## config.mk

```make
export PLATFORM = sky130hd
export DESIGN_NAME = upb_tcam_axi_writer
export DESIGN_NICKNAME = d
export VERILOG_FILES = /design/src/rtl/upb_axil_pkg.sv /design/src/rtl/upb_axil_timeout.sv /design/src/rtl/upb_tcam_axi_writer.sv
export SDC_FILE = /design/constraint.sdc
export NUM_CORES = 1
export LEC_CHECK = 0
export CAP_MARGIN = 20
export CORE_UTILIZATION = 30
export CTS_BUF_LIST = sky130_fd_sc_hd__clkbuf_8
export DETAILED_ROUTE_END_ITERATION = 7
export PLACE_DENSITY_LB_ADDON = 0.15
export SLEW_MARGIN = 20
export SYNTH_ARGS = -nofsm -noshare
export SYNTH_HDL_FRONTEND = slang
export SYNTH_SLANG_ARGS = --single-unit
```

## constraint.sdc

```tcl
create_clock -name CLK -period 6.7 [get_ports CLK]
set_clock_uncertainty 0.1 [all_clocks]
set_input_delay 1.34 -clock CLK [delete_from_list [all_inputs] [get_ports CLK]]
set_output_delay 1.34 -clock CLK [all_outputs]
set_load 0.01 [all_outputs]
```

## src/rtl/upb_axil_pkg.sv

```systemverilog
// Shared types and helpers for the AXI4-Lite initiators
// that program the TCAM lookup register space.
package upb_axil_pkg;

  typedef enum logic [2:0] {
    ST_IDLE,
    ST_WR_XFER,
    ST_WR_RESP,
    ST_RD_ADDR,
    ST_RD_DATA,
    ST_RESPOND
  } axil_master_state_t;

  localparam logic [1:0] AXI_RESP_OKAY   = 2'b00;
  localparam logic [1:0] AXI_RESP_SLVERR = 2'b10;

  function automatic logic [31:0] word_to_byte_addr(
    input logic [31:0] base,
    input logic [31:0] word
  );
    return base + (word << 2);
  endfunction

endpackage

```

## src/rtl/upb_axil_timeout.sv

```systemverilog
// Per-phase watchdog: counts enabled cycles since the last clear
// and flags the cycle in which the CYCLES-th wait completes.
module upb_axil_timeout #(
  parameter int unsigned CYCLES = 1024
) (
  input  logic CLK,
  input  logic RST,
  input  logic clear,
  input  logic enable,
  output logic expired
);

  localparam int CW = $clog2(CYCLES);
  localparam logic [CW-1:0] LAST = CW'(CYCLES - 1);

  logic [CW-1:0] cnt;

  always_ff @(posedge CLK) begin
    if (RST || clear || !enable) begin
      cnt <= '0;
    end else if (cnt != LAST) begin
      cnt <= cnt + CW'(1);
    end
  end

  assign expired = enable && !clear && (cnt == LAST);

endmodule

```

## src/rtl/upb_tcam_axi_writer.sv

```systemverilog
// AXI4-Lite initiator: serialises write commands into single-beat
// writes and read commands into one read, with per-phase timeout.
module upb_tcam_axi_writer
  import upb_axil_pkg::*;
#(
  parameter int unsigned MAX_WORDS       = 8,
  parameter logic [31:0] C_AXI_BASE_ADDR = 32'h0000_0000,
  parameter int unsigned TIMEOUT_CYCLES  = 1024
) (
  input  logic                             CLK,
  input  logic                             RST,
  input  logic                             cmd_valid,
  output logic                             cmd_ready,
  input  logic                             cmd_write,
  input  logic [31:0]                      cmd_addr,
  input  logic [$clog2(MAX_WORDS+1)-1:0]   cmd_len,
  input  logic [32*MAX_WORDS-1:0]          cmd_wdata,
  output logic                             rsp_valid,
  input  logic                             rsp_ready,
  output logic                             rsp_error,
  output logic                             rsp_timeout,
  output logic [$clog2(MAX_WORDS+1)-1:0]   rsp_count,
  output logic [31:0]                      rsp_rdata,
  output logic                             m_axi_awvalid,
  input  logic                             m_axi_awready,
  output logic [31:0]                      m_axi_awaddr,
  output logic [2:0]                       m_axi_awprot,
  output logic                             m_axi_wvalid,
  input  logic                             m_axi_wready,
  output logic [31:0]                      m_axi_wdata,
  output logic [3:0]                       m_axi_wstrb,
  input  logic                             m_axi_bvalid,
  output logic                             m_axi_bready,
  input  logic [1:0]                       m_axi_bresp,
  output logic                             m_axi_arvalid,
  input  logic                             m_axi_arready,
  output logic [31:0]                      m_axi_araddr,
  output logic [2:0]                       m_axi_arprot,
  input  logic                             m_axi_rvalid,
  output logic                             m_axi_rready,
  input  logic [31:0]                      m_axi_rdata,
  input  logic [1:0]                       m_axi_rresp
);

  localparam int LW = $clog2(MAX_WORDS + 1);
  localparam int DW = 32 * MAX_WORDS;

  axil_master_state_t state;

  logic [LW-1:0] len_q;
  logic [LW-1:0] idx;
  logic [LW-1:0] count;
  logic [DW-1:0] wq;
  logic          aw_done;
  logic          w_done;

  logic aw_fire, w_fire, b_fire, ar_fire, r_fire;
  logic aw_all, w_all, more;
  logic tmo_clear, tmo_en, tmo_hit;

  assign aw_fire = m_axi_awvalid && m_axi_awready;
  assign w_fire  = m_axi_wvalid && m_axi_wready;
  assign b_fire  = m_axi_bvalid && m_axi_bready;
  assign ar_fire = m_axi_arvalid && m_axi_arready;
  assign r_fire  = m_axi_rvalid && m_axi_rready;
  assign aw_all  = aw_done || aw_fire;
  assign w_all   = w_done || w_fire;
  assign more    = (idx + LW'(1)) < len_q;

  assign tmo_en = state inside {ST_WR_XFER, ST_WR_RESP,
                                ST_RD_ADDR, ST_RD_DATA};
  assign tmo_clear = aw_fire || w_fire || b_fire
                  || ar_fire || r_fire;

  assign m_axi_awprot = 3'b000;
  assign m_axi_arprot = 3'b000;
  assign m_axi_wstrb  = 4'hF;

  upb_axil_timeout #(
    .CYCLES (TIMEOUT_CYCLES)
  ) u_tmo (
    .CLK     (CLK),
    .RST     (RST),
    .clear   (tmo_clear),
    .enable  (tmo_en),
    .expired (tmo_hit)
  );

  always_ff @(posedge CLK) begin
    if (RST) begin
      state         <= ST_IDLE;
      cmd_ready     <= 1'b0;
      rsp_valid     <= 1'b0;
      rsp_error     <= 1'b0;
      rsp_timeout   <= 1'b0;
      rsp_count     <= '0;
      rsp_rdata     <= '0;
      m_axi_awvalid <= 1'b0;
      m_axi_awaddr  <= '0;
      m_axi_wvalid  <= 1'b0;
      m_axi_wdata   <= '0;
      m_axi_bready  <= 1'b0;
      m_axi_arvalid <= 1'b0;
      m_axi_araddr  <= '0;
      m_axi_rready  <= 1'b0;
      len_q         <= '0;
      idx           <= '0;
      count         <= '0;
      wq            <= '0;
      aw_done       <= 1'b0;
      w_done        <= 1'b0;
    end else begin
      unique case (state)
        ST_IDLE: begin
          cmd_ready <= 1'b1;
          if (cmd_valid && cmd_ready) begin
            cmd_ready <= 1'b0;
            len_q     <= cmd_len;
            idx       <= '0;
            count     <= '0;
            aw_done   <= 1'b0;
            w_done    <= 1'b0;
            if (!cmd_write) begin
              m_axi_arvalid <= 1'b1;
              m_axi_araddr  <= word_to_byte_addr(C_AXI_BASE_ADDR, cmd_addr);
              state         <= ST_RD_ADDR;
            end else if (cmd_len == '0 || cmd_len > LW'(MAX_WORDS)) begin
              rsp_valid   <= 1'b1;
              rsp_error   <= 1'b1;
              rsp_timeout <= 1'b0;
              rsp_count   <= '0;
              rsp_rdata   <= '0;
              state       <= ST_RESPOND;
            end else begin
              m_axi_awvalid <= 1'b1;
              m_axi_wvalid  <= 1'b1;
              m_axi_awaddr  <= word_to_byte_addr(C_AXI_BASE_ADDR, cmd_addr);
              m_axi_wdata   <= cmd_wdata[31:0];
              wq            <= cmd_wdata >> 32;
              state         <= ST_WR_XFER;
            end
          end
        end
        ST_WR_XFER: begin
          if (aw_fire) m_axi_awvalid <= 1'b0;
          if (w_fire)  m_axi_wvalid  <= 1'b0;
          aw_done <= aw_all;
          w_done  <= w_all;
          if (aw_all && w_all) begin
            m_axi_bready <= 1'b1;
            state        <= ST_WR_RESP;
          end else if (tmo_hit) begin
            m_axi_awvalid <= 1'b0;
            m_axi_wvalid  <= 1'b0;
            rsp_valid     <= 1'b1;
            rsp_error     <= 1'b1;
            rsp_timeout   <= 1'b1;
            rsp_count     <= count;
            rsp_rdata     <= '0;
            state         <= ST_RESPOND;
          end
        end
        ST_WR_RESP: begin
          if (b_fire) begin
            m_axi_bready <= 1'b0;
            if (m_axi_bresp != AXI_RESP_OKAY) begin
              rsp_valid   <= 1'b1;
              rsp_error   <= 1'b1;
              rsp_timeout <= 1'b0;
              rsp_count   <= count;
              rsp_rdata   <= '0;
              state       <= ST_RESPOND;
            end else if (more) begin
              count         <= count + LW'(1);
              idx           <= idx + LW'(1);
              m_axi_awaddr  <= m_axi_awaddr + 32'd4;
              m_axi_wdata   <= wq[31:0];
              wq            <= wq >> 32;
              m_axi_awvalid <= 1'b1;
              m_axi_wvalid  <= 1'b1;
              aw_done       <= 1'b0;
              w_done        <= 1'b0;
              state         <= ST_WR_XFER;
            end else begin
              rsp_valid   <= 1'b1;
              rsp_error   <= 1'b0;
              rsp_timeout <= 1'b0;
              rsp_count   <= count + LW'(1);
              rsp_rdata   <= '0;
              state       <= ST_RESPOND;
            end
          end else if (tmo_hit) begin
            m_axi_bready <= 1'b0;
            rsp_valid    <= 1'b1;
            rsp_error    <= 1'b1;
            rsp_timeout  <= 1'b1;
            rsp_count    <= count;
            rsp_rdata    <= '0;
            state        <= ST_RESPOND;
          end
        end
        ST_RD_ADDR: begin
          if (ar_fire) begin
            m_axi_arvalid <= 1'b0;
            m_axi_rready  <= 1'b1;
            state         <= ST_RD_DATA;
          end else if (tmo_hit) begin
            m_axi_arvalid <= 1'b0;
            rsp_valid     <= 1'b1;
            rsp_error     <= 1'b1;
            rsp_timeout   <= 1'b1;
            rsp_count     <= '0;
            rsp_rdata     <= '0;
            state         <= ST_RESPOND;
          end
        end
        ST_RD_DATA: begin
          if (r_fire) begin
            m_axi_rready <= 1'b0;
            rsp_valid    <= 1'b1;
            rsp_error    <= (m_axi_rresp != AXI_RESP_OKAY);
            rsp_timeout  <= 1'b0;
            rsp_count    <= '0;
            rsp_rdata    <= m_axi_rdata;
            state        <= ST_RESPOND;
          end else if (tmo_hit) begin
            m_axi_rready <= 1'b0;
            rsp_valid    <= 1'b1;
            rsp_error    <= 1'b1;
            rsp_timeout  <= 1'b1;
            rsp_count    <= '0;
            rsp_rdata    <= '0;
            state        <= ST_RESPOND;
          end
        end
        ST_RESPOND: begin
          // ready is raised on exit so IDLE can accept immediately
          if (rsp_ready) begin
            rsp_valid <= 1'b0;
            cmd_ready <= 1'b1;
            state     <= ST_IDLE;
          end
        end
        default: state <= ST_IDLE;
      endcase
    end
  end

endmodule

```

Yosys cells after proc, flatten, opt, wreduce, memory -nomap -nowiden
Cells that the tools add are included.

storage, ports and cells
  bits in registers = 422
  bits of input ports = 338
  output and inout bits = 151
  word-level logic and storage cells = 228

cells by class
  add/subtract/negate cells = 4
  $lt $le $gt $ge = 2
  equality and inequality tests = 24
  mux-type cells = 129
  bitwise operators = 1
  reduce and logical (&&, ||, !) cells = 46

operators by type and width
  operator                                       count
  2-to-1 mux 256 bit                             6
  2-to-1 mux 32 bit                              22
  case mux 256 bit (2 select lines)              1
  case mux 32 bit (5 select lines)               1
  case mux 32 bit (2 select lines)               2
  2-to-1 mux 4 bit                               18
  2-to-1 mux 1 bit                               53
  2-to-1 mux 3 bit                               11
  adder 32 x 3 -> 32 bit, second input constant  1
  != test 2 bit, second input constant           12
  AND reduction 7 bit                            3
  case mux 4 bit (5 select lines)                1
  case mux 3 bit (6 select lines)                1
  case mux 4 bit (2 select lines)                2
  nonzero test 2 bit                             7
  case mux 1 bit (3 select lines)                4
  adder 10 x 1 -> 10 bit, second input constant  1
  equality test 10 bit, second input constant    1
  != test 10 bit, second input constant          1
  case mux 1 bit (5 select lines)                2
  AND reduction 5 bit                            2
  logical AND 1 bit                              9
  logical OR 1 bit                               9
  != test 3 bit, second input constant           3
  22 further kinds                               33

Depth between registers and ports, before layout
  depth in word-level cells = 11
  depth in mapped cells = 10
  mapped depth without buffers = 8

Hierarchy
A second synthesis with hierarchy kept.

unflattened totals
  cell total of the unflattened synthesis = 1937
  area total of the unflattened synthesis = 17309.1 um^2

by module, submodules not included
  module               instances  cells an instance  area an instance (um^2)  sequential area each (um^2)
  upb_tcam_axi_writer  1          1874               16761.1                  7567.3
  upb_axil_timeout     1          63                 548.0                    200.2

Worst setup path before layout
No wires, ideal clock.

  path type = input port to flip-flop
  start point = input port cmd_len[0]
  end point = register rsp_rdata[10]
  setup time = 117 ps
  data arrival time = 2964 ps
  required time = 6483 ps
  slack = 3520 ps
  stages = 6
  buffers on the path = 1
  cell sequence = nor3_1 -> mux2i_1 -> a2bb2oi_1 -> a41oi_2 -> buf_2 -> a22o_1

on the way
  longest elaborated chain between the ends = 4
  elaborated cells on any way between the ends = 5
  classes of those cells = order compare: 1; eq/ne: 1; reduce/logical: 3

ends and longest elaborated chain
  element                                                       RTL line                    source
  start, declared                                               upb_tcam_axi_writer.sv:16   input logic [$clog2(MAX_WORDS+1)-1:0] cmd_len,
  > comparator 4 bit / zero test 4 bit (equally long branches)  upb_tcam_axi_writer.sv:127  end else if (cmd_len == '0 || cmd_len > LW'(MAX_WORDS)) begin
  logical OR 1 bit (*)                                          upb_tcam_axi_writer.sv:127
  != test 2 bit (no line) (*)                                   --
  AND reduction 7 bit (no line) (*)                             --
  end signal, assigned                                          upb_tcam_axi_writer.sv:224  rsp_rdata <= m_axi_rdata;
  end, declared                                                 upb_tcam_axi_writer.sv:23   output logic [31:0] rsp_rdata,

Every way passes the cells marked *; elsewhere a longest branch is shown, timed or not.
A chain may end at the register's enable or synchronous reset.

Final worst setup path
  start point = input port m_axi_bresp[1]
  end point = register wq[142]

on the way
  longest elaborated chain between the ends = 3

ends and longest elaborated chain
  element                        RTL line                    source
  start, declared                upb_tcam_axi_writer.sv:34   input logic [1:0] m_axi_bresp,
  nonzero test 2 bit             upb_tcam_axi_writer.sv:166  if (m_axi_bresp != AXI_RESP_OKAY) begin
  != test 2 bit (no line)        --
  AND reduction 7 bit (no line)  --
  end signal, assigned           upb_tcam_axi_writer.sv:139  wq <= cmd_wdata >> 32;
  end signal, assigned           upb_tcam_axi_writer.sv:178  wq <= wq >> 32;
  end, declared                  upb_tcam_axi_writer.sv:53   logic [DW-1:0] wq;

Every way passes these cells.

==> flow_summary.toml <==
[clock_tree]
clkTransAtPathRegs_ns = 0.05
cts_hold_buf = 0
cts_setup_buffers = 0
htreeDepth = 3
cts_buffer_depth = 3
cts_tree = "done"
cts_buffers = 74
clock-sinks = 388
cts-root-buf = "clkbuf_8"
insertion_delay_ns = 0.64
post_cts_resize_count = 0

[min_path]
hold_path_class = "register to register"
worstHoldStart = "wq[216]"
hold_end = "wq[216]"
whs_path_depth = 2

[logic_synthesis]
ys_ff_latch = 388
yosys_warnings = 0
syn_avg_cell_area_um2 = 7.86
synth-async-reset-ratio = 0
seq_area_frac_synth = 0.454
synth_area_leader_cell = "dfxtp_1"
yosys_most_used_dff = "dfxtp_1"
synth-edff-count = 0
synth_top_area_frac = 0.454
syn_area_um2 = 17100
yosysMostFrequentCell = "nand2_1"
synth_cells = 2175
synthTopCellsByCount = "nand2_1, dfxtp_1, nor2_1"
yosys-top-cells-area = "dfxtp_1, nand2_1, a311oi_1"
synthDistinctLibCells = 66

[cells_and_area]
multi_input_area_um2 = 8420
nNetsFinal = 2888
layout-drive-gt1-share = 0.0495
finalNonFillerCells = 3349
seqCellArea_um2 = 7770
fillCellCount = 5913
final_core_util = 0.416
syn_to_final_growth_pct = 37.2

[sta]
setup_viol = 0
fin_tns_setup_ns = 0
rsz0062_at_grt = "no"
tightest_slew_ns = 1.07
slew_viol_final = 0
hold_viol = 0
finalCritPeriodShare = 0.583
max_freq_ghz = 0.256
period_minus_slack_ns = 3.91
post-route-worst-setup-slack_ns = 2.79
slew_headroom = 0.289

[detailed_routing]
drt-total-wl_um = 59000
viasPerCell = 5.03
wl_per_cell_um = 17.6
vias = 16840
dr.pass1.iters = 5
ant_nets = 0
dr.first_iter.drc_count = 972
drcViolationCount = 0

[worst_setup_path]
cp.required_ns = 7.12
arrival_ns = 4.33
cp_max_fo = 206
crit_type = "primary input to register"
worstReg2RegEnd = "wq[0]"
reg2reg_depth = 5
r2r-start = "state[1]"
endpoint_kind = "register"
reg2reg_slack_ns = 3.06
cp-start-kind = "primary input"

[power]
p_seq_frac = 0.408
combPwrFrac = 0.250
p_per_area_nw_per_um2 = 276
p_int_mw = 4.32
p_sw_mw = 2.15
leakage_nw = 8.11
power_frac_clock = 0.342
ir_drop_mv = 0.198
swShare = 0.332

[floorplan]
dieWidth_um = 241
fp.dieArea_um2 = 58000
pin_count = 489
start_util = 0.303
die_h_um = 241
core_area_um2 = 56400
rows = 87

[global_route]
antenna_found_initial = 10
grt_usage = 0.195
grt_max_degree = 207
overflow = 0
grt_first_pass_wirelength_um = 89500
grt_pass1_vias = 15744

[place]
dp_slack_ns = 2.16
gp_congestion = 0.842
portBuffers = 472
place_inst = 3223
hpwl_um = 39300

[job]
maxCapViolCount = 0

[status]
status = "finished, final reports clean"
stage by stage:
step | total power [mW] | hold WS (ns) | cell area [um^2]
after floorplan | 3.71 | 0.332 | 17100
after global placement | 4.30 | 0.339 | 22100
after detailed placement | 4.31 | 0.344 | 22100
after CTS | 6.58 | 0.351 | 23400
after global routing | 6.87 | 0.365 | 23500
final | 6.47 | 0.349 | 23500
layout by cell type, fill, tap and decap left out, types with 6 or more instances in the layout:
master / instances
nand2_1: 590
clkdlybuf4s50_1: 471
dfxtp_1: 388
nor2_1: 285
a311oi_1: 228
a21oi_1: 110
clkbuf_8: 86
nand3_1: 57
o21ai_0: 39
inv_1: 36
a22o_1: 35
nor3_1: 18
nand4_1: 16
and3_1: 15
conb_1: 14
a211oi_1: 13
and2_1: 9
a31oi_1: 9
o2bb2ai_1: 8
buf_4: 8
or3_1: 7
and4_1: 7
a22oi_1: 7
ha_1: 7
o22ai_1: 6
nand2b_1: 6
nor2b_1: 6
o31ai_1: 6
nor4_1: 6
buf_12: 6
power by group through the flow:
stage                     clock network [mW]  registers [mW]  logic (mW)
after floorplan                            0            2.65        1.06
after global placement                     0            2.68        1.62
after detailed placement                   0            2.68        1.63
after CTS                               2.30            2.64        1.64
after global routing                    2.41            2.66        1.80
final                                   2.21            2.64        1.62
worst max-delay path: stages:
cell             delay (ns)
clkdlybuf4s50_1        0.45
nor2_1                 0.43
nand3_1                0.42
o22ai_4                0.51
buf_12                 0.54
nor2_1                 0.10
a311oi_1               0.29
worst max-delay path by stage:
stage,start,endpoint,slack (ns)
after floorplan,cmd_len[0],rsp_rdata[10],3.52
after global placement,m_axi_bresp[1],wq[153],2.19
after detailed placement,m_axi_bresp[1],wq[153],2.16
after CTS,m_axi_bresp[1],wq[153],2.89
after global routing,m_axi_bresp[1],wq[148],2.59
final,m_axi_bresp[1],wq[142],2.79
routing by layer:
| metal | vias up | global-route usage | wire length, um | part of all wire |
|---|---|---|---|---|
| li1 | 8433 | - | - | - |
| met1 | 7857 | 0.269 | 27900 | 0.47 |
| met2 | 447 | 0.290 | 25800 | 0.44 |
| met3 | 93 | 0.0606 | 4250 | 0.072 |
| met4 | 10 | 0.0560 | 1090 | 0.018 |
| met5 | - | 0 | 65 | 0.0011 |
cells by family (layout without fill, tap and decap cells):
kind of cell	Yosys count	in the layout	synth area share
XOR/XNOR	7	7	0.00359
adder cells (fa/ha/maj)	7	7	0.00512
multiplexers	5	5	0.00293
flip-flops	388	388	0.454
other	2	19	0.000439
AND/OR/NAND/NOR	1042	1042	0.250
AO/OA/AOI/OAI	508	508	0.225
buffers and inverters	216	617	0.0595
sequential cells by signal, summed over array words and instances, names as in the netlist, 3 cells and up:
signal,cells
count,4
idx,4
rsp_count,4
m_axi_araddr,30
wq,224
m_axi_awaddr,30
u_tmo.cnt,10
state,3
rsp_rdata,32
len_q,4
m_axi_wdata,32
layout make-up:
class,instances,share of cell area
Antenna cell,5,0.000533
Clock buffer,86,0.0505
Clock inverter,35,0.00779
Inverter,10,0.00160
Multi-Input combinational cell,1583,0.359
Sequential cell,388,0.331
Tap cell,756,0.0403
Timing Repair Buffer,486,0.209
Power figures use the tool's default switching activity.
